==> config.mk <==
export PLATFORM = sky130hd
export DESIGN_NAME = gdmux_stream
export DESIGN_NICKNAME = d
export VERILOG_FILES = /design/src/rtl/gdmux_pkg.sv /design/src/rtl/gdmux_slot.sv /design/src/rtl/gdmux_stream.sv
export SDC_FILE = /design/constraint.sdc
export NUM_CORES = 1
export LEC_CHECK = 0
export ABC_AREA = 0
export BUFFER_PORTS_ARGS = -buffer_cell sky130_fd_sc_hd__buf_2
export CAP_MARGIN = 20
export CORE_MARGIN = 2
export CORE_UTILIZATION = 53
export DETAILED_ROUTE_END_ITERATION = 8
export PLACE_DENSITY = 0.8
export SETUP_SLACK_MARGIN = 0.05
export SLEW_MARGIN = 20
export SYNTH_ARGS = -nofsm -noshare
export SYNTH_HDL_FRONTEND = slang
export SYNTH_SLANG_ARGS = --single-unit
==> constraint.sdc <==
create_clock -name clk -period 3.2 [get_ports clk]
set_input_delay 0 -clock clk [delete_from_list [all_inputs] [get_ports clk]]
set_output_delay 0 -clock clk [all_outputs]
set_load 0.005 [all_outputs]
==> src/rtl/gdmux_pkg.sv <==
// rtl/gdmux_pkg.sv - shared constants and helpers for the streaming demux
package gdmux_pkg;

    localparam int GDMUX_WIDTH = 16;
    localparam int GDMUX_NWAY  = 8;
    localparam int GDMUX_CNTW  = 16;

    function automatic int chan_slice(input int k, input int w = GDMUX_WIDTH);
        return k * w;
    endfunction

endpackage

==> src/rtl/gdmux_slot.sv <==
// rtl/gdmux_slot.sv - single-entry output holding register with load/drain
module gdmux_slot #(
    parameter int WIDTH = 16
) (
    input  logic             clk,
    input  logic             rst_n,
    input  logic             load,
    input  logic [WIDTH-1:0] load_data,
    input  logic             drain,
    output logic [WIDTH-1:0] data,
    output logic             valid,
    output logic             free
);

    logic             valid_q, valid_d;
    logic [WIDTH-1:0] data_q, data_d;

    always_comb begin
        valid_d = valid_q;
        data_d  = data_q;
        // A load wins over a same-cycle drain so the channel streams at full rate.
        if (load) begin
            valid_d = 1'b1;
            data_d  = load_data;
        end else if (valid_q && drain) begin
            valid_d = 1'b0;
        end
    end

    always_ff @(posedge clk or negedge rst_n) begin
        if (!rst_n) begin
            valid_q <= 1'b0;
            data_q  <= '0;
        end else begin
            valid_q <= valid_d;
            data_q  <= data_d;
        end
    end

    assign free  = !valid_q || drain;
    assign valid = valid_q;
    assign data  = valid_q ? data_q : '0;

endmodule

==> src/rtl/gdmux_stream.sv <==
// rtl/gdmux_stream.sv - registered 1-to-NWAY stream demux with broadcast
module gdmux_stream
    import gdmux_pkg::*;
#(
    parameter int WIDTH = GDMUX_WIDTH,
    parameter int NWAY  = GDMUX_NWAY,
    parameter int SELW  = $clog2(NWAY),
    parameter int CNTW  = GDMUX_CNTW
) (
    input  logic                  clk,
    input  logic                  rst_n,
    input  logic [WIDTH-1:0]      d,
    input  logic [SELW-1:0]       sel,
    input  logic                  bcast,
    input  logic                  in_valid,
    output logic                  in_ready,
    output logic [NWAY*WIDTH-1:0] y,
    output logic [NWAY-1:0]       y_valid,
    input  logic [NWAY-1:0]       y_ready,
    output logic [CNTW-1:0]       beat_cnt
);

    logic [NWAY-1:0] free;
    logic [NWAY-1:0] target;
    logic [NWAY-1:0] load;
    logic            accept;
    logic [CNTW-1:0] beat_cnt_q, beat_cnt_d;

    // Broadcast is all-or-nothing: it waits until every slot can take the word.
    always_comb begin
        target = '0;
        if (bcast) begin
            target = '1;
        end else begin
            target[sel] = 1'b1;
        end
        in_ready   = bcast ? &free : free[sel];
        accept     = in_valid && in_ready;
        load       = accept ? target : '0;
        beat_cnt_d = accept ? beat_cnt_q + CNTW'(1) : beat_cnt_q;
    end

    always_ff @(posedge clk or negedge rst_n) begin
        if (!rst_n) begin
            beat_cnt_q <= '0;
        end else begin
            beat_cnt_q <= beat_cnt_d;
        end
    end

    assign beat_cnt = beat_cnt_q;

    for (genvar k = 0; k < NWAY; k++) begin : g_slot
        gdmux_slot #(.WIDTH(WIDTH)) u_slot (
            .clk       (clk),
            .rst_n     (rst_n),
            .load      (load[k]),
            .load_data (d),
            .drain     (y_ready[k]),
            .data      (y[chan_slice(k, WIDTH) +: WIDTH]),
            .valid     (y_valid[k]),
            .free      (free[k])
        );
    end

endmodule

==> reports/qor.txt, run 1 <==
Yosys Warn Count: 0
CTS Buffer Depth: 2
Synth unique cells: 45
# setup viols final: 0
Final period util: 0.9407
Sequential element share of the synthesized area: 0.5344
Total nets after synthesis: 582
Port Buf Inserts: 183
CP Capture Type: flop
Max-slew violation count: 0
Die Ht: 119.9 um
Synth top area share: 0.5344
Largest net degree at the start of global routing: 98
Initial antenna violation count: 1
Ys flop type: dfrtp_1
I/O pin cnt: 184
Cell leakage power: 0.004381 uW
Worst path slowest cell: or4_1
Cell area after synthesis: 0.007118 mm2
Required time worst endpoint: 3460 ps
Worst-path clk slew: 60 ps
Row count: 42
Total global routing overflow: 0
Initial DRC Count: 373
Crit-path cells: nor2b_1 > or4_1 > or4_1 > buf_4 > a2111oi_0 > xor2_1
Post-DP HPWL: 12730 um
Initial Utilization: 0.5397
Avg Vias per Cell: 5.398
Post-route DRC: 0
Pre-antenna DRT Iters: 4
Largest cells by area after synthesis: dfrtp_1 53%, mux2_2 18%, and2_1 11%
Max rail drop VDD: 0.0004196 V
Post-synth EDFFs: 0
Most used cell, CP: or4_1
Synth Register Bits: 152
Worst Clk Skew: 8.240 ps
Max-cap violations: 0
CTS root buf: clkbuf_16
Routed Antenna Nets: 0
Design Power: 6317 uW
Routed WL per cell: 19.15 um
Critical Path Max Stage Delay: 680 ps
Nets: 791
Status: complete, no violations
Final hold violations: 0
CTS H-tree depth: 4
Ys async rst share: 1.000
Die W: 119.9 um
CTS tree: done
Post-Syn Instances: 550
Worst-margin pin slew: 870.2 ps
Power density over the cells: 698.2 mW/mm2
GRT Resource Usage Total: 0.2675
Die Area: 0.01437 mm2
Worst slew margin: 0.4199
Setup Crit Path Kind: reg -> reg
CTS buffer count: 17
Dominant cell type by area after synthesis: dfrtp_1
Tmin final: 3010 ps
GPL Wtd Cong: 0.8724
Worst skew pair latency: 420 ps
Critical Path Source Type: flop
Area growth syn-to-layout: 27.10%
# clock sinks: 152
Mean Syn Cell Area: 12.94 um2
Via count: 5123
Share of cells above drive strength 1: 0.4948
First-pass GRT wire length: 29440 um
Core Box Area: 0.01319 mm2
Crit-path max FO: 12
CP Buf/Inv Count: 1
Highest clock rate: 0.3322 GHz
Crit path arrival time: 3270 ps
Vias in the first global route: 5471
Total Wirelength: 18180 um
# Post-CTS Setup Buffers: 0
Critical path's top delay family: simple AND/OR/NAND/NOR gates
Fin Setup TNS: 0 ps
RSZ-0062 raised after global routing: false
Type of the worst min-delay path: in -> reg
routing by layer:
layer | track usage | share of wire | vias to the layer above
li1 | - | - | 2303
met1 | 0.3360 | 0.41 | 2608
met2 | 0.4418 | 0.50 | 191
met3 | 0.09125 | 0.079 | 21
met4 | 0.07721 | 0.013 | 0
met5 | 0 | 0 | -
cell families after synthesis:
group           after synthesis  share of synthesized area
compound gates               38                    0.04623
xor+xnor                     15                    0.01846
fa+ha+maj                     1                   0.001757
buf+inv                      41                    0.03357
flops                       152                     0.5344
mux                         129                     0.2136
simple gates                174                     0.1520
tightest hold or removal path, cell delays in order:
cell and delay, ps:
buf_2 100, nor2b_1 170, or2_2 140
sequential cells by signal, summed over array words and instances (netlist names):
register              count
beat_cnt                 16
g_slot.u_slot.data_q    128
g_slot.u_slot.valid       8
per-stage QoR:
step | cell area (um2) | setup WS (ps) | std cells | util | hold WS, ps
CTS | 9045 | 208.7 | 948 | 0.6857 | 13.02
global placement | 8245 | 310.1 | 898 | 0.6251 | 143.1
floorplan | 7118 | 505.2 | 550 | - | -295.6
detailed placement | 8245 | 224.2 | 898 | 0.6251 | 150.4
global route | 9047 | 60.71 | 949 | 0.6859 | 20.43
finish | 9047 | 189.6 | 949 | 0.6859 | 28.67
layout make-up:
type / instances / area (um2)
fillers: 941 / 4143
diodes: 1 / 2.502
repair buffers: 224 / 1300
well taps: 176 / 220.2
flip-flops and latches: 152 / 3804
clock buffers: 25 / 505.5
inverters: 7 / 26.28
clock inverters: 7 / 113.9
multi-input cells: 357 / 3075
Yosys cell counts, types with 2 or more instances:
cell         n
o21ai_0      7
nor2b_1      6
dfrtp_1    152
a211oi_4     2
a211oi_1     5
buf_2        2
nor4_1       2
o2111ai_1    3
buf_8        2
xnor2_1      7
a22oi_1      2
and2_1     128
nor2_1       3
and3b_1      2
xor2_1       8
inv_1        7
a2111oi_2    4
nand2_1      6
o21bai_1     2
nor3b_1      3
or4_1        2
or2_2        6
buf_4       14
clkbuf_1    14
nand3_1      5
a21oi_2      6
nand4_1      4
mux2_2     111
a31oi_1      2
mux2_4      18
what timing repair did:
item,CTS,global route
gates resized for setup,0,0
hold buffers,18,0
endpoints found under the hold margin,193,0
power breakdown:
| part | leakage, uW | switching, uW | total [uW] | internal (uW) |
|---|---|---|---|---|
| Sequential | 0.00181 | 314 | 2760 | 2450 |
| Combinational | 0.00226 | 641 | 1490 | 845 |
| Clock | 0.000307 | 740 | 2070 | 1330 |
placed cells by master (no fill, tap or decap), types with 2 or more instances in the layout:
master,count
nand4_1,4
buf_2,182
clkinv_2,3
a211oi_4,2
or4_1,2
nand3_1,5
nor4_1,2
nor2_1,3
clkbuf_1,3
mux2_2,111
and2_1,128
buf_4,21
nand2_1,6
o21bai_1,2
and3b_1,2
nor3b_1,3
inv_1,7
a211oi_1,5
or2_2,6
buf_12,2
xor2_1,8
bufinv_16,3
a2111oi_2,4
nor2b_1,6
a21oi_2,6
xnor2_1,7
a31oi_1,2
o21ai_0,7
clkbuf_16,17
mux2_4,18
a22oi_1,2
clkbuf_8,5
dfrtp_1,152
dlygate4sd3_1,18
o2111ai_1,3
worst paths after layout:
path,slack [ps],endpoint,startpoint,cells after the start
hold / removal,30,g_slot[2].u_slot.valid,y_ready[2],3
min in group asynchronous,260,g_slot[3].u_slot.data_q[15],rst_n,2
hold reg to reg,490,beat_cnt[15],beat_cnt[15],1
setup reg to reg,190,beat_cnt[15],g_slot[0].u_slot.valid,6
setup / recovery,190,beat_cnt[15],g_slot[0].u_slot.valid,6
max in group asynchronous,2120,g_slot[0].u_slot.data_q[0],rst_n,3
Note: power is estimated with default switching activity, not from simulation.
==> run 2: changes to the inputs <==
--- a/config.mk
+++ b/config.mk
@@ -8,6 +8,7 @@
 export ABC_AREA = 0
 export BUFFER_PORTS_ARGS = -buffer_cell sky130_fd_sc_hd__buf_2
 export CAP_MARGIN = 20
+export CORE_ASPECT_RATIO = 2
 export CORE_MARGIN = 2
 export CORE_UTILIZATION = 53
 export DETAILED_ROUTE_END_ITERATION = 8
==> run 2 against run 1 <==
  * Final cell count is 2.7% lower
  * Design area is 0.77% lower
  * Highest routed layer unchanged
  * Worst hold slack worse by 23 ps
  * Clock-buffer cell count is 7 lower
  * Global-route usage is 0.77 points higher
  * Critical path depth is 1 higher
  * First-iteration DRC count is 41% lower
  * Non-clock buffer count is 2 lower
  * Worst setup slack better by 250 ps
  * Sequential cell count stayed put
==> reports/qor.txt, run 2 (synthesis results as in run 1) <==
GRT Resource Usage Total: 0.2752
Power density over the cells: 709.2 mW/mm2
Critical Path Max Stage Delay: 530 ps
Total global routing overflow: 0
Nets: 789
Type of the worst min-delay path: in -> reg
Max-cap violations: 0
Post-route cell area: 0.008977 mm2
# clock sinks: 152
Die Area: 0.01443 mm2
Filler Cells Inserted: 931
Cell Int Power: 4553 uW
Met1 Wirelength: 6803 um
Fin Setup TNS: 0 ps
Combinational cell fraction of total power: 0.232
Die Ht: 167.9 um
Post-DP HPWL: 13820 um
RSZ-0062 raised after global routing: false
Max-slew violation count: 0
Worst slew margin: 0.5110
# Post-CTS Setup Buffers: 0
Row count: 59
Final period util: 0.8614
Cell leakage power: 0.004355 uW
Worst-margin pin slew: 733.6 ps
First-pass GRT wire length: 30190 um
Die W: 85.95 um
Flop pwr share: 0.437
# setup viols final: 0
Pre-antenna DRT Iters: 4
Max rail drop VDD: 0.0004560 V
Largest register FFs: 128
Clock Power Share: 0.331
Most frequent cells in the layout: 182 x buf_2, 152 x dfrtp_1, 128 x and2_1, 111 x mux2_2, 22 x buf_4
Switching pwr: 1814 uW
Final WS setup: 443.4 ps
Setup Crit Path Kind: reg -> reg
Leading cell type in the layout, fill and taps excluded: buf_2
Initial antenna violation count: 0
Via count: 5120
Worst path slowest cell: or4_1
CP Capture Type: flop
Largest register by flop count: g_slot.u_slot.data_q
Metal2 WL: 11020 um
CTS Buffer Depth: 2
Worst Clk Skew: 10.66 ps
CTS H-tree depth: 4
Required time worst endpoint: 3500 ps
CTS buffer count: 17
Avg Vias per Cell: 5.547
Crit path arrival time: 3050 ps
I/O pin cnt: 184
GPL Wtd Cong: 0.8598
Initial DRC Count: 220
Core Box Area: 0.01307 mm2
Largest net degree at the start of global routing: 79
Placed Area: 0.008183 mm2
Routed WL per cell: 20.90 um
Area growth syn-to-layout: 26.12%
Worst-path clk slew: 70 ps
Vias in the first global route: 5618
Routed Antenna Nets: 0
Crit-path cells: nor2b_1 > or4_1 > or4_1 > buf_4 > a211oi_4 > buf_4 > mux2_2
CTS root buf: clkbuf_16
Share of cells above drive strength 1: 0.4987
Highest clock rate: 0.3628 GHz
Met3 wire len: 948 um
Initial Utilization: 0.5448
Final hold violations: 0
Tmin final: 2757 ps
Total Wirelength: 19290 um
Crit-path max FO: 17
Post-route DRC: 0
Sw frac: 0.2849
Area occupied by multi-input gates: 0.003075 mm2
Critical path's top delay family: simple AND/OR/NAND/NOR gates
Status: complete, no violations
Critical Path Source Type: flop
CTS tree: done
Port Buf Inserts: 183
Worst skew pair latency: 420 ps
CP Buf/Inv Count: 2
Highest Signal Layer: met4
Dpl ws: 471.0 ps
Register area: 0.003804 mm2
## run 2: changes by cell type in the layout (fill, tap and decap cells not counted), sizes merged
cell and delta:
clkbuf -7, inv +7, clkinv -2, clkinvlp +2, buf -1, dlygate4sd3 -1
## run 2: metal layers
metal,vias up,global-route usage
li1,2301,-
met2,172,0.5096
met1,2616,0.2994
met4,0,0.1063
met5,-,0
met3,31,0.05539
## run 2: layout make-up
| cell class | instances | share of cell area |
|---|---|---|
| inverters | 7 | 0.002927 |
| diodes | 1 | 0.0002787 |
| repair buffers | 222 | 0.1401 |
| flip-flops and latches | 152 | 0.4237 |
| clock buffers | 18 | 0.04892 |
| well taps | 152 | 0.02118 |
| multi-input cells | 357 | 0.3426 |
| clock inverters | 14 | 0.02035 |
## run 2: timing repair
item,4_1_cts,5_1_grt
hold endpoints to repair,129,6
resized for setup,0,0
hold buffers,14,3
## run 2: worst paths after layout
kind	startpoint	to	slack, ps	cells past startpoint
worst min register to register	beat_cnt[15]	beat_cnt[15]	460	1
max in group asynchronous	rst_n	g_slot[2].u_slot.data_q[4]	2180	3
worst max-delay path	g_slot[7].u_slot.valid	g_slot[7].u_slot.data_q[1]	440	7
worst max register to register	g_slot[7].u_slot.valid	g_slot[7].u_slot.data_q[1]	440	7
min in group asynchronous	rst_n	g_slot[0].u_slot.data_q[12]	150	2
worst min-delay path	d[15]	g_slot[3].u_slot.data_q[15]	6	2
## run 2: power groups by stage
stage / logic (uW) / clock network, uW / registers [uW]
2_1_floorplan: 930 / 0 / 2690
5_1_grt: 1610 / 2210 / 2850
6_report: 1480 / 2110 / 2780
3_5_place_dp: 1460 / 0 / 2810
3_3_place_gp: 1410 / 0 / 2770
4_1_cts: 1490 / 2140 / 2780
## run 2: per-stage QoR
step / cells / utilization / hold WS (ps) / power (uW)
global placement: 873 / 0.6263 / 55.43 / 4182
detailed placement: 873 / 0.6263 / 62.24 / 4272
CTS: 919 / 0.6846 / 1.002 / 6409
global route: 922 / 0.6869 / 12.62 / 6661
floorplan: 550 / - / -295.6 / 3615
finish: 923 / 0.6871 / 5.841 / 6367
